**config.mk**
```make
export PLATFORM = sky130hd
export DESIGN_NAME = prog_rom_sync
export DESIGN_NICKNAME = d
export VERILOG_FILES = /design/src/rtl/prog_rom_sync.sv
export SDC_FILE = /design/constraint.sdc
export NUM_CORES = 1
export LEC_CHECK = 0
export ABC_CLOCK_PERIOD_IN_PS = 2750
export BUFFER_PORTS_ARGS = -buffer_cell sky130_fd_sc_hd__buf_2
export CAP_MARGIN = 30
export CORE_UTILIZATION = 34
export CTS_BUF_LIST = sky130_fd_sc_hd__clkbuf_8 sky130_fd_sc_hd__clkbuf_16
export DETAILED_ROUTE_END_ITERATION = 7
export PLACE_DENSITY = 0.55
export SYNTH_ARGS = -nofsm -noshare
export SYNTH_HDL_FRONTEND = slang
export SYNTH_SLANG_ARGS = --single-unit
```
**constraint.sdc**
```tcl
create_clock -name clk -period 2.75 [get_ports clk]
set_input_delay 0.55 -clock clk [delete_from_list [all_inputs] [get_ports clk]]
set_output_delay 0.55 -clock clk [all_outputs]
set_load 0.005 [all_outputs]
```
**src/rtl/prog_rom_sync.sv**
```systemverilog
// -----------------------------------------------------------------------------
// prog_rom_sync
//   Loadable synchronous program memory for the 8-bit CPU fetch path.
//   The read side is a registered read with a valid strobe, an optional extra
//   output stage, and out-of-range error reporting. The load side is a
//   sequential loader (IDLE -> LOAD -> DONE) with a valid/ready handshake that
//   streams a full image into words 0..DEPTH-1.
//
// Ports
//   clk         in   system clock, all logic on its rising edge
//   reset_n     in   synchronous reset, active-low (memory array is kept)
//   rd_en       in   read request, sampled each rising edge
//   address     in   read address (ADDR_W bits), sampled with rd_en
//   data_out    out  read data, meaningful when data_valid=1, otherwise held
//   data_valid  out  one-cycle pulse per accepted read, 1+OUT_REG cycles later
//   addr_err    out  pulses with data_valid when the address was >= DEPTH
//   ld_start    in   request to begin a full image load (honoured in IDLE only)
//   ld_data     in   load word
//   ld_valid    in   ld_data is valid
//   ld_ready    out  loader accepts a word this cycle
//   ld_busy     out  loader is in the LOAD state
//   ld_done     out  one-cycle pulse after the last word is written
// -----------------------------------------------------------------------------
module prog_rom_sync #(
  parameter int DATA_W  = 8,
  parameter int ADDR_W  = 8,
  parameter int DEPTH   = 128,
  parameter int OUT_REG = 0
) (
  input  logic              clk,
  input  logic              reset_n,
  input  logic              rd_en,
  input  logic [ADDR_W-1:0] address,
  output logic [DATA_W-1:0] data_out,
  output logic              data_valid,
  output logic              addr_err,
  input  logic              ld_start,
  input  logic [DATA_W-1:0] ld_data,
  input  logic              ld_valid,
  output logic              ld_ready,
  output logic              ld_busy,
  output logic              ld_done
);

  localparam int CNT_W = $clog2(DEPTH + 1);
  localparam int IDX_W = (DEPTH > 1) ? $clog2(DEPTH) : 1;
  localparam logic [CNT_W-1:0]  LAST_CNT  = CNT_W'(DEPTH - 1);
  localparam logic [CNT_W-1:0]  CNT_ONE   = CNT_W'(1);
  // One extra bit so DEPTH == 2**ADDR_W is still representable.
  localparam logic [ADDR_W:0]   DEPTH_EXT = (ADDR_W + 1)'(DEPTH);

  typedef enum logic [1:0] {
    S_IDLE = 2'd0,
    S_LOAD = 2'd1,
    S_DONE = 2'd2
  } state_t;

  state_t              r_state;
  state_t              w_state_nxt;
  logic [CNT_W-1:0]    r_cnt;
  logic [DATA_W-1:0]   r_mem [0:DEPTH-1];

  logic                w_rd_acc;
  logic                w_in_range;
  logic                w_wr_en;
  logic [IDX_W-1:0]    w_rd_idx;
  logic [IDX_W-1:0]    w_wr_idx;
  logic [DATA_W-1:0]   w_rd_word;

  logic                w_ready_nxt;
  logic                w_busy_nxt;
  logic                w_done_nxt;
  logic                r_ld_ready;
  logic                r_ld_busy;
  logic                r_ld_done;

  logic                r_s1_valid;
  logic                r_s1_err;
  logic [DATA_W-1:0]   r_s1_data;

  // Reads are dropped only while loading; DONE and IDLE both accept them.
  assign w_rd_acc   = rd_en && (r_state != S_LOAD);
  // Full-width compare: out-of-range addresses never alias onto real words.
  assign w_in_range = ({1'b0, address} < DEPTH_EXT);
  assign w_rd_idx   = address[IDX_W-1:0];
  assign w_wr_idx   = r_cnt[IDX_W-1:0];
  assign w_wr_en    = (r_state == S_LOAD) && ld_valid;
  assign w_rd_word  = w_in_range ? r_mem[w_rd_idx] : {DATA_W{1'b0}};

  // Loader next-state logic.
  always_comb begin
    w_state_nxt = r_state;
    case (r_state)
      S_IDLE: begin
        if (ld_start) begin
          w_state_nxt = S_LOAD;
        end else begin
          w_state_nxt = S_IDLE;
        end
      end
      S_LOAD: begin
        // The write that fills the last word ends the load.
        if (ld_valid && (r_cnt == LAST_CNT)) begin
          w_state_nxt = S_DONE;
        end else begin
          w_state_nxt = S_LOAD;
        end
      end
      S_DONE: begin
        // Single-cycle state; a ld_start seen here is deliberately ignored.
        w_state_nxt = S_IDLE;
      end
      default: begin
        w_state_nxt = S_IDLE;
      end
    endcase
  end

  // Loader outputs, decoded from the next state so they can be registered
  // and still line up with the state they describe.
  always_comb begin
    w_ready_nxt = 1'b0;
    w_busy_nxt  = 1'b0;
    w_done_nxt  = 1'b0;
    case (w_state_nxt)
      S_IDLE: begin
        w_ready_nxt = 1'b0;
      end
      S_LOAD: begin
        w_ready_nxt = 1'b1;
        w_busy_nxt  = 1'b1;
      end
      S_DONE: begin
        w_done_nxt  = 1'b1;
      end
      default: begin
        w_ready_nxt = 1'b0;
      end
    endcase
  end

  // Loader state, word counter and registered handshake outputs.
  always_ff @(posedge clk) begin
    if (!reset_n) begin
      r_state    <= S_IDLE;
      r_cnt      <= {CNT_W{1'b0}};
      r_ld_ready <= 1'b0;
      r_ld_busy  <= 1'b0;
      r_ld_done  <= 1'b0;
    end else begin
      r_state    <= w_state_nxt;
      r_ld_ready <= w_ready_nxt;
      r_ld_busy  <= w_busy_nxt;
      r_ld_done  <= w_done_nxt;
      if ((r_state == S_IDLE) && ld_start) begin
        r_cnt <= {CNT_W{1'b0}};
      end else if (w_wr_en) begin
        r_cnt <= r_cnt + CNT_ONE;
      end else begin
        r_cnt <= r_cnt;
      end
    end
  end

  // Memory array write port; contents are not touched by reset.
  always_ff @(posedge clk) begin
    if (reset_n && w_wr_en) begin
      r_mem[w_wr_idx] <= ld_data;
    end
  end

  // First read stage: strobe and error pulse every cycle, data held between reads.
  always_ff @(posedge clk) begin
    if (!reset_n) begin
      r_s1_valid <= 1'b0;
      r_s1_err   <= 1'b0;
      r_s1_data  <= {DATA_W{1'b0}};
    end else begin
      r_s1_valid <= w_rd_acc;
      r_s1_err   <= w_rd_acc && !w_in_range;
      if (w_rd_acc) begin
        r_s1_data <= w_rd_word;
      end else begin
        r_s1_data <= r_s1_data;
      end
    end
  end

  generate
    if (OUT_REG != 0) begin : g_out_reg
      logic              r_s2_valid;
      logic              r_s2_err;
      logic [DATA_W-1:0] r_s2_data;

      // Optional second read stage for 2-cycle latency.
      always_ff @(posedge clk) begin
        if (!reset_n) begin
          r_s2_valid <= 1'b0;
          r_s2_err   <= 1'b0;
          r_s2_data  <= {DATA_W{1'b0}};
        end else begin
          r_s2_valid <= r_s1_valid;
          r_s2_err   <= r_s1_err;
          if (r_s1_valid) begin
            r_s2_data <= r_s1_data;
          end else begin
            r_s2_data <= r_s2_data;
          end
        end
      end

      assign data_out   = r_s2_data;
      assign data_valid = r_s2_valid;
      assign addr_err   = r_s2_err;
    end else begin : g_no_out_reg
      assign data_out   = r_s1_data;
      assign data_valid = r_s1_valid;
      assign addr_err   = r_s1_err;
    end
  endgenerate

  assign ld_ready = r_ld_ready;
  assign ld_busy  = r_ld_busy;
  assign ld_done  = r_ld_done;

endmodule

```
# Word-level counts from Yosys, hierarchy flattened
# Memory sizes are Yosys's and may differ from the RTL's.
# Index checks and enable logic that the tools add are counted.
# W data, S select, Z words.
op_classes:
  add_sub_neg: 1
  multipliers: 0
  div: 0
  order_cmp: 1
  eq_ne: 5
  shifts: 0
  muxes: 8
  n_bitwise: 1
  reduce_logical: 9
op_table:
  columns: ["cell", "count"]
  rows:
  - ["$add A8 B1 Y8 const B", 1]
  - ["$eq A8 B7 Y1 const B", 1]
  - ["$lt A8 B8 Y1 const B", 1]
  - ["$mux W8", 1]
  - ["$logic_and A1 B1 Y1", 6]
  - ["$mux W1", 5]
  - ["$eq A2 B1 Y1 const B", 2]
  - ["$pmux W2 S2", 1]
  - ["$eq A2 B2 Y1 const B", 1]
  - ["$logic_not A2 Y1", 1]
  - ["$mux W2", 1]
  - ["$ne A2 B1 Y1 const B", 1]
  - ["$reduce_or A2 Y1", 1]
  - ["$logic_not A1 Y1", 1]
  - ["$not A1 Y1", 1]
totals:
  ff_bits: 22
  latchBits: 0
  ram_bits: 1024
  rom_bits: 0
  in_bits: 21
  out_inout_bits: 13
  memories: 1
mem_list:
  columns: ["name", "depth", "word_bits", "rd", "rd_ports_with_merged_regs", "wr", "line_no", "rtl"]
  rows:
  - ["r_mem", 128, 8, 1, 0, 1, "61", "logic [DATA_W-1:0] r_mem [0:DEPTH-1];"]

# Longest topological paths before layout
depth:
  word_depth: 6
  ltp_mapped: 11

# Worst setup path after synthesis
# OpenSTA, ideal clock, no wires.
synth_path:
  path_kind: "input to register"
  startpoint: "input port reset_n"
  endpoint: "memory r_mem[107][0], enable pin"
  setup_time_ns: 0.370
  arrival_time_ns: 2.124
  t_required_ns: 2.380
  slack_ns: 0.255
  path_stages: 6
  path_buffers: 2
  cell_sequence: "clkbuf_1 > inv_1 > nor3_1 > nand3_1 > clkbuf_1 > nor2_1"
synth_between:
  elab_chain_cells: 3
synth_rtl:
  columns: ["element", "line_no", "rtl"]
  rows:
  - ["start: declaration", "31", "input logic reset_n,"]
  - ["$logic_and A1 B1 Y1", "167", "if (reset_n && w_wr_en) begin"]
  - ["$mux W1", "167", null]
  - ["$mux W1 (not written as such)", "168", "r_mem[w_wr_idx] <= ld_data;"]
  - ["end: declaration", "61", null]
# No other way between the ends.

# Final worst setup path
layout_path:
  startpoint: "register r_state[0]"
  endpoint: "memory r_mem[41][4], enable pin"
layout_between:
  elab_chain_cells: 5
layout_rtl:
  columns: ["element", "line_no", "rtl"]
  rows:
  - ["start: declaration", "58", "state_t r_state;"]
  - ["start signal: assignment", "151", "r_state <= w_state_nxt;"]
  - ["$eq A2 B1 Y1", "87", "assign w_wr_en = (r_state == S_LOAD) && ld_valid;"]
  - ["$logic_and A1 B1 Y1", "87", null]
  - ["$logic_and A1 B1 Y1", "167", null]
  - ["$mux W1", "167", null]
  - ["$mux W1 (not written as such)", "168", null]
# No other way between the ends.

==> summary.md <==
| Metric | Value |
|---|---|
| Diodes inserted | `0` |
| DRC | `0` |
| DR vias/cell | `5.24` |
| Outcome | `finished, final reports clean` |
| Syn Area/Cell | `~19 um2` |
| Post-route minimum period | `between 2 and 3 ns` |
| Seq pwr share | `52.7%` |
| CTS resizes | `0` |
| Clock network power share | `between 40% and 50%` |
| CTS max path bufs | `3` |
| CTS tree | `yes` |
| Switching share of power | `about a fifth` |
| Total Routed Length | `roughly 110,000 um` |
| Fin cells | `between 4,000 and 5,000` |
| Inst Count DP | `roughly 4,000` |
| WS Path Type | `flip-flop to flip-flop` |
| DRT iter0 DRCs | `2,363` |
| Top-area cell type share of the netlist area | `between 70% and 80%` |
| Worst relative slew slack | `43.9%` |
| Buf/Inv on CP | `2` |
| Required time of the critical path | `approximately 3.1 ns` |
| Crit-path cells | `nor2b_1 -> nand2_1 -> nor3_1 -> nand2_1 -> buf_4 -> nor2_1 -> buf_4` |
| Worst Setup SP | `r_state[0]` |
| Filler cells | `around 11,000` |
| Final core utilization | `41.1%` |
| FF-to-FF Start | `r_state[0]` |
| Worst VDD drop | `0.000468 V` |
| Vias | `approximately 22,000` |
| Initial Util | `between 30% and 40%` |
| Comb pwr share | `~5.1%` |
| Ys async rst share | `0%` |
| Largest net degree at the start of global routing | `~130` |
| Global route total overflow | `0` |
| Antenna viol nets, final | `0` |
| Post-synth top area cell | `edfxtp_1` |
| Detailed Routing Iterations Pass 1 | `5` |
| Register bit total from synthesis | `between 1,000 and 1,500` |
| Mapped Area | `slightly above 0.04 mm2` |
| Final max-slew violation count | `0` |
| Sequential share of the synthesized area | `about three quarters` |
| MaxCap Viol Count | `0` |
| Placer Congestion | `0.844` |
| Number of global-route vias before repair | `22,332` |
| Hold Vio Cnt, Final | `0` |
| Cts bufs inserted | `about 110` |
| Area contributors post-synth | `edfxtp_1 (75%), mux4_2 (9.2%), mux2i_1 (4.7%), a22oi_1 (2.3%), nor2_1 (1.4%)` |
| Commonest non-fill, non-tap cell in the layout | `edfxtp_1` |
| Global Route Usage Sum | `17.5%` |
| # H-tree levels | `3` |
| Worst hold path type | `input port to flip-flop` |
| First-pass GRT wire length | `155,000 um` |
| CP Launch Type | `flip-flop` |
| WL/cell | `around 26 um` |
| Leak | `roughly 16 nW` |
| Core area | `between 0.1 and 0.15 mm2` |
| RSZ-0062 raised after global routing | `false` |
| Post-synth EDFFs | `between 1,000 and 1,500` |
| Initial antenna violation count | `4` |
| PortBufs | `33` |
| Top delay family on crit path | `simple AND/OR/NAND/NOR gates` |
| Distinct cell type count after synthesis | `51` |
| Final setup fails | `0` |
| Synth warn | `0` |
| Root Buffer | `clkbuf_16` |
| Crit end category | `flip-flop` |
| Int Pwr | `0.0263 W` |
| # IOs | `34` |
| Psw | `0.00694 W` |
| Synth-to-layout area growth | `19.4%` |
| Clock skew | `about 0.032 ns` |
| Reg clk slew, reported paths | `around 0.060 ns` |
| Post-CTS setup buffers | `0` |
| Fraction of layout cells with a size suffix above 1 | `27.9%` |
| Clk Latency, worst-skew pair | `just under 0.7 ns` |
| Die area | `between 0.1 and 0.15 mm2` |
| Max incr delay on CP | `0.44 ns` |
| Clock Sinks | `between 1,000 and 1,500` |
| Post-Syn Instances | `2,097` |
| Die extent in x | `about 350 um` |
| Most frequent cells in the layout | `edfxtp_1 (1,024), buf_4 (311), mux2i_1 (193)` |
| Hold slack | `around 0.10 ns` |
| Critical Path Fanout Max | `16` |
| Slowest CP cell | `nor3_1` |
| Top_reg_cell synth | `edfxtp_1` |
| Cts hold-fix bufs | `0` |
| Tcrit/Tclk final | `roughly nine tenths` |
| Fmax | `400 MHz` |
| Slew of the pin with the lowest slew margin | `0.838 ns` |
| Nets | `between 2,000 and 2,500` |
| Num rows | `126` |
| HP Start | `address[7]` |
| Power Dens Cells | `682 mW/mm2` |
| Arr. time, crit path | `2.88 ns` |
| Hpwl dp | `roughly 70,000 um` |
| Die boundary height | `between 300 and 400 um` |
| Synth Net Count | `around 2,100` |
flip-flops by register name, summed over array words and instances, names as in the netlist:
register    count
r_mem        1024
data_out        8
r_cnt           8
r_state         2
addr_err        1
data_valid      1
ld_busy         1
ld_done         1
layer usage:
layer  global-route usage, %  part of all wire [%]  routed length [um]  up-vias
met2                    28.3                    48               51000      782
li1                        -                     -                   -     9288
met4                    5.04                   2.3                2480        4
met1                    24.3                    43               46000    11450
met3                    3.05                   6.8                7220      138
met5                       0                 0.031                  33        -
per-stage QoR:
| stage | worst slack (ns) | total power [W] | setup TNS (ns) | instance area (um2) |
|---|---|---|---|---|
| final | 0.248 | 0.0332 | 0 | 48700 |
| after global placement | -0.404 | 0.0195 | -2.26 | 45400 |
| after floorplan | 0.255 | 0.0187 | 0 | 40800 |
| after CTS | 0.275 | 0.0335 | 0 | 48700 |
| after global routing | 0.00504 | 0.0342 | 0 | 48700 |
| after detailed placement | -0.440 | 0.0196 | -2.35 | 45400 |
layout make-up:
class | instances | area (um2) | area share, %
clock buffer | 112 | 2790 | 5.73
sequential | 1046 | 31200 | 64.0
clock inverter | 77 | 586 | 1.20
tap | 1600 | 2000 | 4.11
inverter | 3 | 11.3 | 0.0231
timing repair buffer | 372 | 3220 | 6.60
multi-input combinational | 927 | 8940 | 18.4
logic make-up after synthesis:
logic type	Yosys count	synth area share, %
flip-flops	1046	76.4
AO/OA/AOI/OAI	236	3.95
buffers and inverters	124	1.76
adder cells (fa/ha/maj)	1	0.0306
multiplexers	377	14.4
AND/OR/NAND/NOR	307	3.33
XOR/XNOR	6	0.129
final timing paths:
path                        to  slack [ns]  depth (start not counted)
setup / recovery  r_mem[41][4]        0.25                          7
hold / removal        addr_err        0.10                          2
setup reg to reg  r_mem[41][4]        0.25                          7
hold reg to reg       r_cnt[7]        0.49                          2
power groups by stage:
stage                     sequential [W]  combinational (W)  clock, W
after floorplan                   0.0178           0.000818         0
after global placement            0.0179            0.00168         0
after detailed placement          0.0179            0.00171         0
after CTS                         0.0175            0.00172    0.0143
after global routing              0.0175            0.00181    0.0148
final                             0.0175            0.00171    0.0140
synth_stat cells (3+ instances only):
cell type / n
a21oi_1: 42
a221oi_1: 4
a22oi_1: 126
a32oi_1: 3
and2_1: 5
buf_1: 9
buf_2: 37
buf_4: 19
buf_6: 15
clkbuf_1: 38
dfxtp_1: 22
edfxtp_1: 1024
mux2_2: 17
mux2i_1: 193
mux4_2: 167
nand2_1: 55
nand2b_1: 10
nand3_1: 34
nand4_1: 10
nor2_1: 153
nor2b_1: 17
nor3_1: 5
nor4_1: 9
o211ai_1: 6
o21ai_0: 26
o221ai_1: 5
o22ai_1: 13
xor2_1: 5
worst register-to-register path, delay by kind of cell, from the launching register on:
kind | cells | cell delay (ns)
buffers and inverters | 2 | 0.53
and+or+nand+nor | 5 | 1.29
DFF | 1 | 0.38
No activity file was read; power rests on OpenSTA's default activity.
